File: config.mk
export PLATFORM = sky130hd
export DESIGN_NAME = mif_wr
export DESIGN_NICKNAME = d
export VERILOG_FILES = /design/src/rtl/mif_wr.sv
export SDC_FILE = /design/constraint.sdc
export NUM_CORES = 1
export LEC_CHECK = 0
export CORE_MARGIN = 2
export CORE_UTILIZATION = 46
export CTS_CLUSTER_SIZE = 12
export DETAILED_ROUTE_END_ITERATION = 8
export MAX_ROUTING_LAYER = met4
export PLACE_DENSITY = 0.82
export SYNTH_ARGS = -nofsm -noshare
export SYNTH_HDL_FRONTEND = slang
export SYNTH_SLANG_ARGS = --single-unit
File: constraint.sdc
create_clock -name clk_bus -period 19.41 [get_ports clk_bus]
set_input_delay 3.882 -clock clk_bus [delete_from_list [all_inputs] [get_ports clk_bus]]
set_output_delay 3.882 -clock clk_bus [all_outputs]
set_load 0.02 [all_outputs]
File: src/rtl/mif_wr.sv
// mif_wr: pops buffered write requests and issues them to the memory port,
// doing a read-modify-write whenever the byte mask is partial.
module mif_wr #(
    parameter int unsigned wAddrWidth = 28,
    parameter int unsigned wDataWidth = 64,
    parameter int unsigned wMaskWidth = 8,
    parameter int unsigned wCntWidth  = 16
) (
    input  logic                             clk_bus,
    input  logic                             rst_bus,
    input  logic                             obc2mem_w_vld,
    input  logic [wAddrWidth-1:0]            obc2mem_w_addr,
    input  logic [wMaskWidth+wDataWidth-1:0] obc2mem_w_data,
    output logic                             mem2obc_en,
    output logic                             mem_req,
    output logic                             mem_we,
    output logic [wAddrWidth-1:0]            mem_addr,
    output logic [wDataWidth-1:0]            mem_wdata,
    input  logic [wDataWidth-1:0]            mem_rdata,
    input  logic                             mem_ack,
    output logic                             mif_busy,
    output logic [wCntWidth-1:0]             mif_wr_cnt
);

    localparam int unsigned EntryWidth = wMaskWidth + wDataWidth;

    typedef enum logic [1:0] {
        IDLE = 2'd0,
        RD   = 2'd1,
        WR   = 2'd2
    } state_t;

    state_t                  state;
    state_t                  state_nxt;
    logic [wMaskWidth-1:0]   mask_q;
    logic [wDataWidth-1:0]   data_q;
    logic [wMaskWidth-1:0]   in_mask;
    logic [wDataWidth-1:0]   in_data;
    logic [wDataWidth-1:0]   merged;

    assign in_mask = obc2mem_w_data[EntryWidth-1:wDataWidth];
    assign in_data = obc2mem_w_data[wDataWidth-1:0];

    // State register
    always_ff @(posedge clk_bus or posedge rst_bus) begin
        if (rst_bus) begin
            state <= IDLE;
        end else begin
            state <= state_nxt;
        end
    end

    // Next state and state-decoded strobes; the pop strobe is gated by reset
    always_comb begin
        state_nxt  = state;
        mem2obc_en = 1'b0;
        mem_req    = 1'b0;
        mem_we     = 1'b0;
        mif_busy   = 1'b0;
        case (state)
            IDLE: begin
                mem2obc_en = obc2mem_w_vld & ~rst_bus;
                if (obc2mem_w_vld) begin
                    if (&in_mask) begin
                        state_nxt = WR;
                    end else if (|in_mask) begin
                        state_nxt = RD;
                    end
                end
            end
            RD: begin
                mem_req  = 1'b1;
                mif_busy = 1'b1;
                if (mem_ack) begin
                    state_nxt = WR;
                end
            end
            WR: begin
                mem_req  = 1'b1;
                mem_we   = 1'b1;
                mif_busy = 1'b1;
                if (mem_ack) begin
                    state_nxt = IDLE;
                end
            end
            default: begin
                state_nxt = IDLE;
            end
        endcase
    end

    // Byte merge of captured data over the word returned by the read
    always_comb begin
        merged = mem_rdata;
        for (int unsigned i = 0; i < wMaskWidth; i++) begin
            if (mask_q[i]) begin
                merged[8*i +: 8] = data_q[8*i +: 8];
            end
        end
    end

    // Holding registers, memory address/data and completed-write counter
    always_ff @(posedge clk_bus or posedge rst_bus) begin
        if (rst_bus) begin
            mem_addr   <= '0;
            mem_wdata  <= '0;
            mask_q     <= '0;
            data_q     <= '0;
            mif_wr_cnt <= '0;
        end else begin
            case (state)
                IDLE: begin
                    if (obc2mem_w_vld) begin
                        mem_addr <= obc2mem_w_addr;
                        mask_q   <= in_mask;
                        data_q   <= in_data;
                        if (&in_mask) begin
                            mem_wdata <= in_data;
                        end
                    end
                end
                RD: begin
                    if (mem_ack) begin
                        mem_wdata <= merged;
                    end
                end
                WR: begin
                    if (mem_ack) begin
                        mif_wr_cnt <= mif_wr_cnt + wCntWidth'(1);
                    end
                end
                default: ;
            endcase
        end
    end

endmodule

# [Yosys cells after proc, flatten, opt, wreduce, memory -nomap -nowiden]
# Cells that the tools add are included.
[op_classes] n_div=0 order_cmp=0 shift=0 n_mul=0 n_reduce_logical=9 n_bitwise=2 n_eq_ne=7 n_mux=21 add_sub_neg=1
[op_table] op="$mux W64" n=3
[op_table] op="$pmux W64 S2" n=1
[op_table] op="$mux W8" n=8
[op_table] op="$add A16 B1 Y16 const B" n=1
[op_table] op="$mux W2" n=5
[op_table] op="$ne A2 B2 Y1 const B" n=4
[op_table] op="$reduce_and A4 Y1" n=2
[op_table] op="$reduce_and A8 Y1" n=1
[op_table] op="$reduce_or A8 Y1" n=1
[op_table] op="$pmux W2 S3" n=1
[op_table] op="$reduce_and A2 Y1" n=2
[op_table] op="$mux W1" n=3
[op_table] op="$ne A3 B3 Y1 const B" n=1
[op_table] op="$eq A2 B1 Y1 const B" n=1
[op_table] op="$eq A2 B2 Y1 const B" n=1
[op_table] op="$logic_not A2 Y1" n=1
[op_table] op="$reduce_bool A2 Y1" n=1
[op_table] op="$reduce_or A2 Y1" n=1
[op_table] op="$and A1 B1 Y1" n=1
[op_table] op="$not A1 Y1" n=1
[totals] word_cells=46 in_bits=168 mem_count=0 latch_bits=0 out_inout_bits=112 mem_bits_rw=0 ff_bits=182 mem_bits_ro=0

# [Depth between registers and ports, before layout]
[depth] word_depth=5 ltp_mapped=8 ltp_nobuf=6

# [Worst setup path before layout]
# No wires, ideal clock.
[synth_timing] kind="in2out" startpoint="input obc2mem_w_vld" endpoint="output mem2obc_en" path_slack_ps=10943 n_path_buf=2 t_arrival_ps=4585 path_stages=4 t_required_ps=15528 path_cell_list="nand2_1 > clkbuf_1 > buf_2 > nor2_1"
[synth_between] elab_chain_len=2
[synth_lines] element="from (decl)" line="11" rtl="input logic obc2mem_w_vld,"
[synth_lines] element="$and A1 B1 Y1" line="62" rtl="mem2obc_en = obc2mem_w_vld & ~rst_bus;"
[synth_lines] element="$mux W1" line="60" rtl="case (state)"
[synth_lines] element="to (decl)" line="14" rtl="output logic mem2obc_en,"
# Every way passes these cells.

# [Final worst setup path]
# Ends and elaborated chain as after synthesis.

==> results.py <==
metrics = {
    "outcome": {
        "outcome": "completed",
    },
    "logic_synthesis": {
        "async_flop_share_pct": 100,
        "synthCells": 649,
        "synth-edff-count": 0,
        "synth_top_cell_by_area": "dfrtp_1",
        "synth_common_cells": "dfrtp_1 (182), mux2_2 (105), nor2_1 (73)",
        "synth_top_area_share_pct": 53.3,
        "syn_area_per_cell_um2": 13.2,
        "synth_cell_types": 31,
        "synth_area_um2": 8540,
        "ys_warn_count": 0,
        "ys_top_cells_by_area": "dfrtp_1 (53%), mux2_2 (14%), mux2_4 (11%), mux2i_1 (7.5%), a21oi_1 (3.8%)",
        "syn_nets": 821,
        "yosysSeqAreaShare_pct": 53.3,
        "synthFlopType": "dfrtp_1",
        "synth_most_common_cell": "dfrtp_1",
        "synth-seq-cells": 182,
    },
    "placed_design": {
        "place_ws_ns": 9.92,
        "io_buffers": 279,
        "gp_congestion": 0.787,
        "dp.cells": 1121,
        "hpwl_um": 14200,
    },
    "timing": {
        "fin_ws_ns": 9.96,
        "setup_viol": 0,
        "drv_slew": 0,
        "slew_headroom_pct": 30.5,
        "hold_viol_final": 0,
        "clock.fmax_mhz": 106,
        "finalSetupTns_ns": 0,
        "skew_ns": 0.0126,
        "worst_slew_pin_slew_ns": 1.04,
        "finalCritPeriodShare_pct": 48.7,
        "rsz0062_at_grt": "false",
        "period_minus_slack_ns": 9.45,
    },
    "grt": {
        "grt_overflow": 0,
        "track_usage_pct": 21.7,
        "antenna_found_initial": 1,
        "grt_pass1_vias": 6121,
        "grt_start_max_net_pins": 115,
        "grt_pass1_wl_um": 32800,
    },
    "routing": {
        "dr_wl_met2_um": 10100,
        "routedWlPerCell_um": 17.9,
        "highest_layer": "met4",
        "dr_wl_met3_um": 1380,
        "routed_wl_um": 20700,
        "drt-initial-drc-count": 263,
        "antenna_left": 0,
        "wl_met1_um": 8800,
        "vias": 5982,
        "drt_first_pass_iters": 5,
        "routed_via_density": 5.18,
        "drc": 0,
    },
    "floorplanning": {
        "die-area_um2": 19700,
        "die_h_um": 140,
        "die-width_um": 140,
        "num_rows": 49,
        "core-area_um2": 18100,
        "start_util_pct": 47.2,
        "pin_count": 280,
    },
    "finish": {
        "fin_util_pct": 66.7,
        "synthToLayoutAreaGrowth_pct": 41.2,
        "layout-drive-gt1-share_pct": 22.8,
        "layout.cells.non_filler": 1154,
        "fin_nets": 1083,
        "fillCellCount": 1333,
    },
    "clocking": {
        "worstSkewPairLatency_ns": 0.43,
        "cts.clk_slew.worst_paths_ns": 0.07,
        "holdBufCountCts": 0,
        "ctsResizeCount": 0,
        "clock_sinks": 182,
        "post-cts-setup-buffers": 0,
        "cts_tree": "yes",
        "cts_root_buf": "clkbuf_16",
        "htreeDepth": 4,
        "clockBufferDepth": 2,
        "cts_made_buffers": 17,
    },
    "critical_path": {
        "cp_common_cell": "clkdlybuf4s50_1",
        "startpoint_type": "input pin",
        "max_stage_delay_ns": 0.62,
        "critical_path.endpoint_type": "primary output",
        "cp.required_ns": 15.53,
        "arrival_ns": 5.57,
        "crit_fanout": 35,
        "cp_cell_sequence": "clkdlybuf4s50_1 > nand2_4 > nor2_1 > clkdlybuf4s50_1",
        "slowest_stage": "clkdlybuf4s50_1",
        "criticalPathCategory": "input pin to primary output",
    },
    "pwr": {
        "powerDensity_nw_per_um2": 174,
        "peakVddDrop_uv": 95.9,
        "total_leakage_power_uw": 0.00534,
    },
    "worst_hold_path": {
        "hp-class": "flop to flop",
    },
    "flow_run": {
        "drv_cap": 0,
    },
}
stage by stage:
stage / power [µW] / cell area (µm²) / hold WS, ns
2_1_floorplan: 1400 / 8540 / 0.479
3_3_place_gp: 1720 / 11400 / 0.469
3_5_place_dp: 1750 / 11400 / 0.472
4_1_cts: 2120 / 12100 / 0.490
5_1_grt: 2210 / 12100 / 0.509
6_report: 2100 / 12100 / 0.483
logic make-up (layout without fill, tap and decap cells):
| group | count (synthesis) | after routing | share of synthesized area [%] |
|---|---|---|---|
| simple gates | 99 | 99 | 5.16 |
| flops | 182 | 182 | 53.3 |
| fa+ha+maj | 4 | 4 | 0.586 |
| buf+inv | 48 | 323 | 3.03 |
| xor+xnor | 15 | 15 | 1.54 |
| compound gates | 72 | 72 | 4.44 |
| mux | 229 | 229 | 31.9 |
| other cells | 0 | 1 | 0 |
flip-flops by register name (all words and copies together) (netlist names):
name        flops
data_q         64
mem_wdata      64
mem_addr       28
mif_wr_cnt     16
mask_q          8
state           2
worst max-delay path: cells and delay by family:
kind	cells	cell delay [ns]
and+or+nand+nor	2	0.51
buffers and inverters	2	1.17
power breakdown:
group | switching [µW] | leakage (µW) | internal (µW)
sequential | 138 | 0.00216 | 567
combinational | 446 | 0.00288 | 589
clock | 162 | 0.000297 | 196
area by class of cell:
type / count / area (µm²) / share of cell area (%)
inverters: 7 / 31.3 / 0.259
clock inverters: 15 / 184 / 1.53
multi-input cells: 419 / 3740 / 31.1
flip-flops and latches: 182 / 4550 / 37.8
clock buffers: 17 / 425 / 3.53
repair buffers: 284 / 2830 / 23.5
well taps: 229 / 287 / 2.38
diodes: 1 / 2.50 / 0.0208
worst paths after layout:
path	startpoint	cells after the start	end	slack (ns)
max reg2reg	state[1]$_DFFE_PP0P_	6	mem_wdata[61]$_DFFE_PP0P_	16.83
max in group asynchronous	rst_bus	3	mem_wdata[63]$_DFFE_PP0P_	13.81
min reg2reg	mif_wr_cnt[15]$_DFFE_PP0P_	1	mif_wr_cnt[15]$_DFFE_PP0P_	0.48
max	obc2mem_w_vld	4	mem2obc_en	9.96
min	mif_wr_cnt[15]$_DFFE_PP0P_	1	mif_wr_cnt[15]$_DFFE_PP0P_	0.48
min in group asynchronous	rst_bus	2	mem_addr[0]$_DFFE_PP0P_	4.06
layer usage:
layer | vias to the layer above | global-route usage [%]
met5 | - | -
met4 | 0 | 5.64
met3 | 22 | 5.98
met2 | 192 | 34.6
met1 | 2958 | 27.5
li1 | 2810 | -
cells in the final DEF (no fill, tap or decap):
cell type,netlist,routed
a21oi_1,65,65
a2bb2oi_1,1,1
and3_1,1,1
buf_4,1,5
bufinv_16,0,2
clkbuf_16,0,17
clkdlybuf4s50_1,0,279
clkinv_2,0,1
clkinv_4,0,4
clkinv_8,0,1
clkinvlp_4,0,1
dfrtp_1,182,182
diode_2,0,1
ha_1,4,3
ha_4,0,1
inv_1,7,6
inv_6,0,4
inv_8,0,3
mux2_2,105,105
mux2_4,60,60
mux2i_1,64,64
nand2_1,6,5
nand2_4,0,1
nand3_1,7,7
nand3_2,1,1
nand4_1,4,4
nand4_2,1,1
nor2_1,73,73
nor3_1,1,1
nor3_2,1,1
nor4_2,2,2
o21a_1,1,1
o21ai_0,2,2
o21ai_1,1,1
o21ai_4,1,1
o22ai_1,1,1
or4_1,2,2
xnor2_1,10,10
xor2_1,5,5
Note: power is estimated with default switching activity, not from simulation.
==> RTL change 1, RTL diff (same flow settings) <==
Reset style: synchronous (`rst_bus`), changed in 2 clocked blocks.
--- a/src/rtl/mif_wr.sv
+++ b/src/rtl/mif_wr.sv
@@ -44,3 +44,3 @@
     // State register
-    always_ff @(posedge clk_bus or posedge rst_bus) begin
+    always_ff @(posedge clk_bus) begin
         if (rst_bus) begin
@@ -102,3 +102,3 @@
     // Holding registers, memory address/data and completed-write counter
-    always_ff @(posedge clk_bus or posedge rst_bus) begin
+    always_ff @(posedge clk_bus) begin
         if (rst_bus) begin
Formal check against the unedited RTL: differs if rst_bus is asserted again (counterexample within 4 cycles, from zero or initial values and one cycle with rst_bus high); with rst_bus held inactive, the same outputs for 4 cycles.
==> RTL change 1 against the original RTL <==
Core utilization about the same. Via count up 38%. Sequential share of layout area down 5.9 points. Largest power group unchanged. Setup slack better by 60 ps. Critical endpoint unchanged. Critical path depth unchanged. Design area down 5.1%. Synthesized area down 6.0%. Global-route usage up 5.2 points. Sequential cell count unchanged. Critical path type unchanged. Count of clock-buffer cells in the layout up 3. First-iteration DRC count up 140%. Wire length up 19%. Power down 22%. Register-to-register slack worse by 470 ps.
==> RTL change 1: results (changes against the original RTL) <==
| Metric | Value |
|---|---|
| Mapped Nets | 1,227 (was 821) |
| Worst R2R Start | state[1]$_SDFFE_PP0P_ (was state[1]$_DFFE_PP0P_) |
| Initial antenna violation count | 0 (was 1) |
| Dpl cell area | 10,850 um2 (was 11,450 um2) |
| Largest net degree at the start of global routing | 99 (was 115) |
| Capturing point of the worst reg2reg path | data_q[49]$_SDFFE_PP0P_ (was mem_wdata[61]$_DFFE_PP0P_) |
| Clk_skew | 8.637 ps (was 12.62 ps) |
| Internal power | 960.8 uW (was 1351 uW) |
| Fraction of layout cells with a size suffix above 1 | 0.04209 (was 0.2284) |
| Leakage Power | 0.003980 uW (was 0.005336 uW) |
| Filler cells | 1,487 (was 1,333) |
| Post-DP HPWL | 15,880 um (was 14,160 um) |
| GRT Overall Usage | 0.2684 (was 0.2166) |
| Status | complete, no violations (unchanged) |
| Async SR Flop Fraction | 0 (was 1.000) |
| N_diodes | 0 (was 1) |
| Synth Flop Type | dfxtp_1 (was dfrtp_1) |
| Worst reg2reg path depth | 7 (was 6) |
| Worst slew pin tran | 1031 ps (was 1042 ps) |
| WHS Path Cells | 2 (was 1) |
| Dpl cells | 1,476 (was 1,121) |
| Worst path arrival time | 5510 ps (was 5570 ps) |
| Nets | 1,442 (was 1,083) |
| Routed len/inst | 16.27 um (was 17.90 um) |
| R2r setup slk | 16,360 ps (was 16,830 ps) |
| Drt via density | 5.461 (was 5.184) |
-- RTL change 1: changes by cell type in the layout (fill, tap and decap cells not counted), moves of 8 or more --
| cell | unedited run | this run |
|---|---|---|
| dfrtp_1 | 182 | 0 |
| o21ai_0 | 2 | 65 |
| nor2_1 | 73 | 81 |
| nand3_1 | 7 | 68 |
| a21oi_1 | 65 | 234 |
| mux2_2 | 105 | 1 |
| nand2_1 | 5 | 208 |
| mux2_4 | 60 | 0 |
| dfxtp_1 | 0 | 182 |
-- RTL change 1: cell families after synthesis --
logic type / share of synthesized area
flip-flops: 0.4538
AO/OA/AOI/OAI: 0.1988
multiplexers: 0.08119
buffers and inverters: 0.04909
XOR/XNOR: 0.01200
adder cells (fa/ha/maj): 0.006234
AND/OR/NAND/NOR: 0.1988
-- RTL change 1: layout make-up --
class                      count  area (um2)  share of cell area
clock inverter                12       140.1             0.01224
inverter                       9       33.78            0.002951
sequential                   182        3643              0.3182
multi-input combinational    772        4033              0.3522
tap                          225       281.5             0.02459
timing repair buffer         288        2861              0.2499
clock buffer                  20       456.7             0.03989
-- RTL change 1: worst min-delay path by stage --
stage | from | to | slack, ps
CTS | data_q[31]$_SDFFE_PP0P_ | data_q[31]$_SDFFE_PP0P_ | 460
detailed placement | data_q[31]$_SDFFE_PP0P_ | data_q[31]$_SDFFE_PP0P_ | 450
floorplan | data_q[0]$_SDFFE_PP0P_ | data_q[0]$_SDFFE_PP0P_ | 440
global placement | data_q[2]$_SDFFE_PP0P_ | data_q[2]$_SDFFE_PP0P_ | 440
global route | data_q[63]$_SDFFE_PP0P_ | data_q[63]$_SDFFE_PP0P_ | 470
finish | mem_addr[18]$_SDFFE_PP0P_ | mem_addr[18]$_SDFFE_PP0P_ | 450
-- RTL change 1: worst max-delay path, stage by stage --
cell	delay (ps)
clkdlybuf4s50_1	530
nand2_4	280
nor2_1	180
clkdlybuf4s50_1	630
-- RTL change 1: metrics by stage --
step	hold WS [ps]	setup WS [ps]
3_5_place_dp	446.1	9985
6_report	454.6	10020
4_1_cts	455.3	9977
2_1_floorplan	436.0	10950
3_3_place_gp	441.0	9999
5_1_grt	472.2	9930
-- RTL change 1: metal layers --
metal,wire (um),share of wire,track usage,vias to the layer above
met2,11870,0.48,0.4456,313
met4,375,0.015,0.07465,0
met1,10360,0.42,0.3237,3870
met5,0,0,-,-
met3,1929,0.079,0.06786,29
li1,-,-,-,4023
-- RTL change 1: power by group through the flow --
stage / combinational [uW] / clock, uW / sequential, uW
floorplan: 387 / 0 / 607
global placement: 748 / 0 / 539
detailed placement: 757 / 0 / 543
CTS: 762 / 356 / 535
global route: 826 / 369 / 547
finish: 758 / 350 / 536
==> RTL change 2, RTL diff (same flow settings) <==
Without the edit above. Change the parameter `wAddrWidth` from 28 to 56.
--- a/src/rtl/mif_wr.sv
+++ b/src/rtl/mif_wr.sv
@@ -3,3 +3,3 @@
 module mif_wr #(
-    parameter int unsigned wAddrWidth = 28,
+    parameter int unsigned wAddrWidth = 56,
     parameter int unsigned wDataWidth = 64,
Interface: changed (resized mem_addr and obc2mem_w_addr); port bits go from 280 to 336. No check against the original RTL was run, so the function may have changed too.
==> RTL change 2 against the original RTL <==
Power is 16% higher. Critical endpoint unchanged. Largest cell class unchanged. Worst hold slack worse by 13 ps. Synthesized area up 12%. Wire length rose by 17%. Core utilization grew 1.5 points. Setup slack got worse by 260 ps. Design area is 15% higher. Critical path type unchanged. Sequential cell count is 28 higher.
==> RTL change 2: results (changes against the original RTL) <==
| Metric | Value |
|---|---|
| CTS Buf Count | 24 (was 17) |
| H-tree depth | 1 (was 4) |
| Filler cells | 1,493 (was 1,333) |
| Critical path's largest stage delay | 640 ps (was 620 ps) |
| GRT Overall Usage | 0.2250 (was 0.2166) |
| Initial antenna violation count | 0 (was 1) |
| Leakage Power | 0.006078 uW (was 0.005336 uW) |
| Status | complete, no violations (unchanged) |
| First-pass GRT wire length | 38,290 um (was 32,790 um) |
| Wire length on met3 | 1562 um (was 1379 um) |
| Sequential element share of the synthesized area | 0.5492 (was 0.5334) |
| Met2 WL | 11,920 um (was 10,150 um) |
| R2r setup slk | 16,470 ps (was 16,830 ps) |
| Post-synthesis instance total | 708 (was 649) |
| Fin cells | 1,317 (was 1,154) |
| Total number of vias | 6,796 (was 5,982) |
| Dpl cell area | 13,080 um2 (was 11,450 um2) |
| Max clock buf depth | 3 (was 2) |
| DR pass1 iterations | 4 (was 5) |
| M2 GR Usage | 0.3810 (was 0.3460) |
| Placer Congestion | 0.7986 (was 0.7870) |
| Nets | 1,230 (was 1,083) |
| Number of I/O port buffers | 335 (was 279) |
| Clk_lat worst skew | 510 ps (was 430 ps) |
| Clk_skew | 15.89 ps (was 12.62 ps) |
| Final WL | 24,270 um (was 20,660 um) |
| GR Util met3 | 0.04632 (was 0.05983) |
| Multiplexer share of the synthesized area | 0.3176 (was 0.3190) |
| N_diodes | 0 (was 1) |
| Wl on met1 | 10,100 um (was 8804 um) |
| Compound-Gate Fraction of Synth Area | 0.03962 (was 0.04440) |
| Mapped Nets | 908 (was 821) |
==> RTL change 2: cell count changes after synthesis, sizes merged <==
cell	change
dfrtp	+28
mux2	+28
buf	+3
==> RTL change 2: how the worst max path moves through the flow <==
stage / endpoint
6_report: mem2obc_en
5_1_grt: mem2obc_en
4_1_cts: mem2obc_en
3_5_place_dp: mem2obc_en
3_3_place_gp: mem2obc_en
2_1_floorplan: data_q[0]$_DFFE_PP0P_
==> RTL change 2: per-stage QoR <==
stage / hold WS, ps / setup slack [ps] / power [uW]
5_1_grt: 483.7 / 9530 / 2578
2_1_floorplan: 479.2 / 9790 / 1579
6_report: 470.2 / 9703 / 2442
4_1_cts: 475.0 / 9618 / 2466
3_3_place_gp: 466.9 / 9661 / 1982
3_5_place_dp: 463.2 / 9627 / 2018
==> RTL change 2: final cells by class <==
cell class	instances	area share
sequential	210	0.3799
clock buffer	39	0.05119
timing repair buffer	340	0.2451
tap	270	0.02442
clock inverter	4	0.003437
multi-input combinational	447	0.2935
inverter	7	0.002442
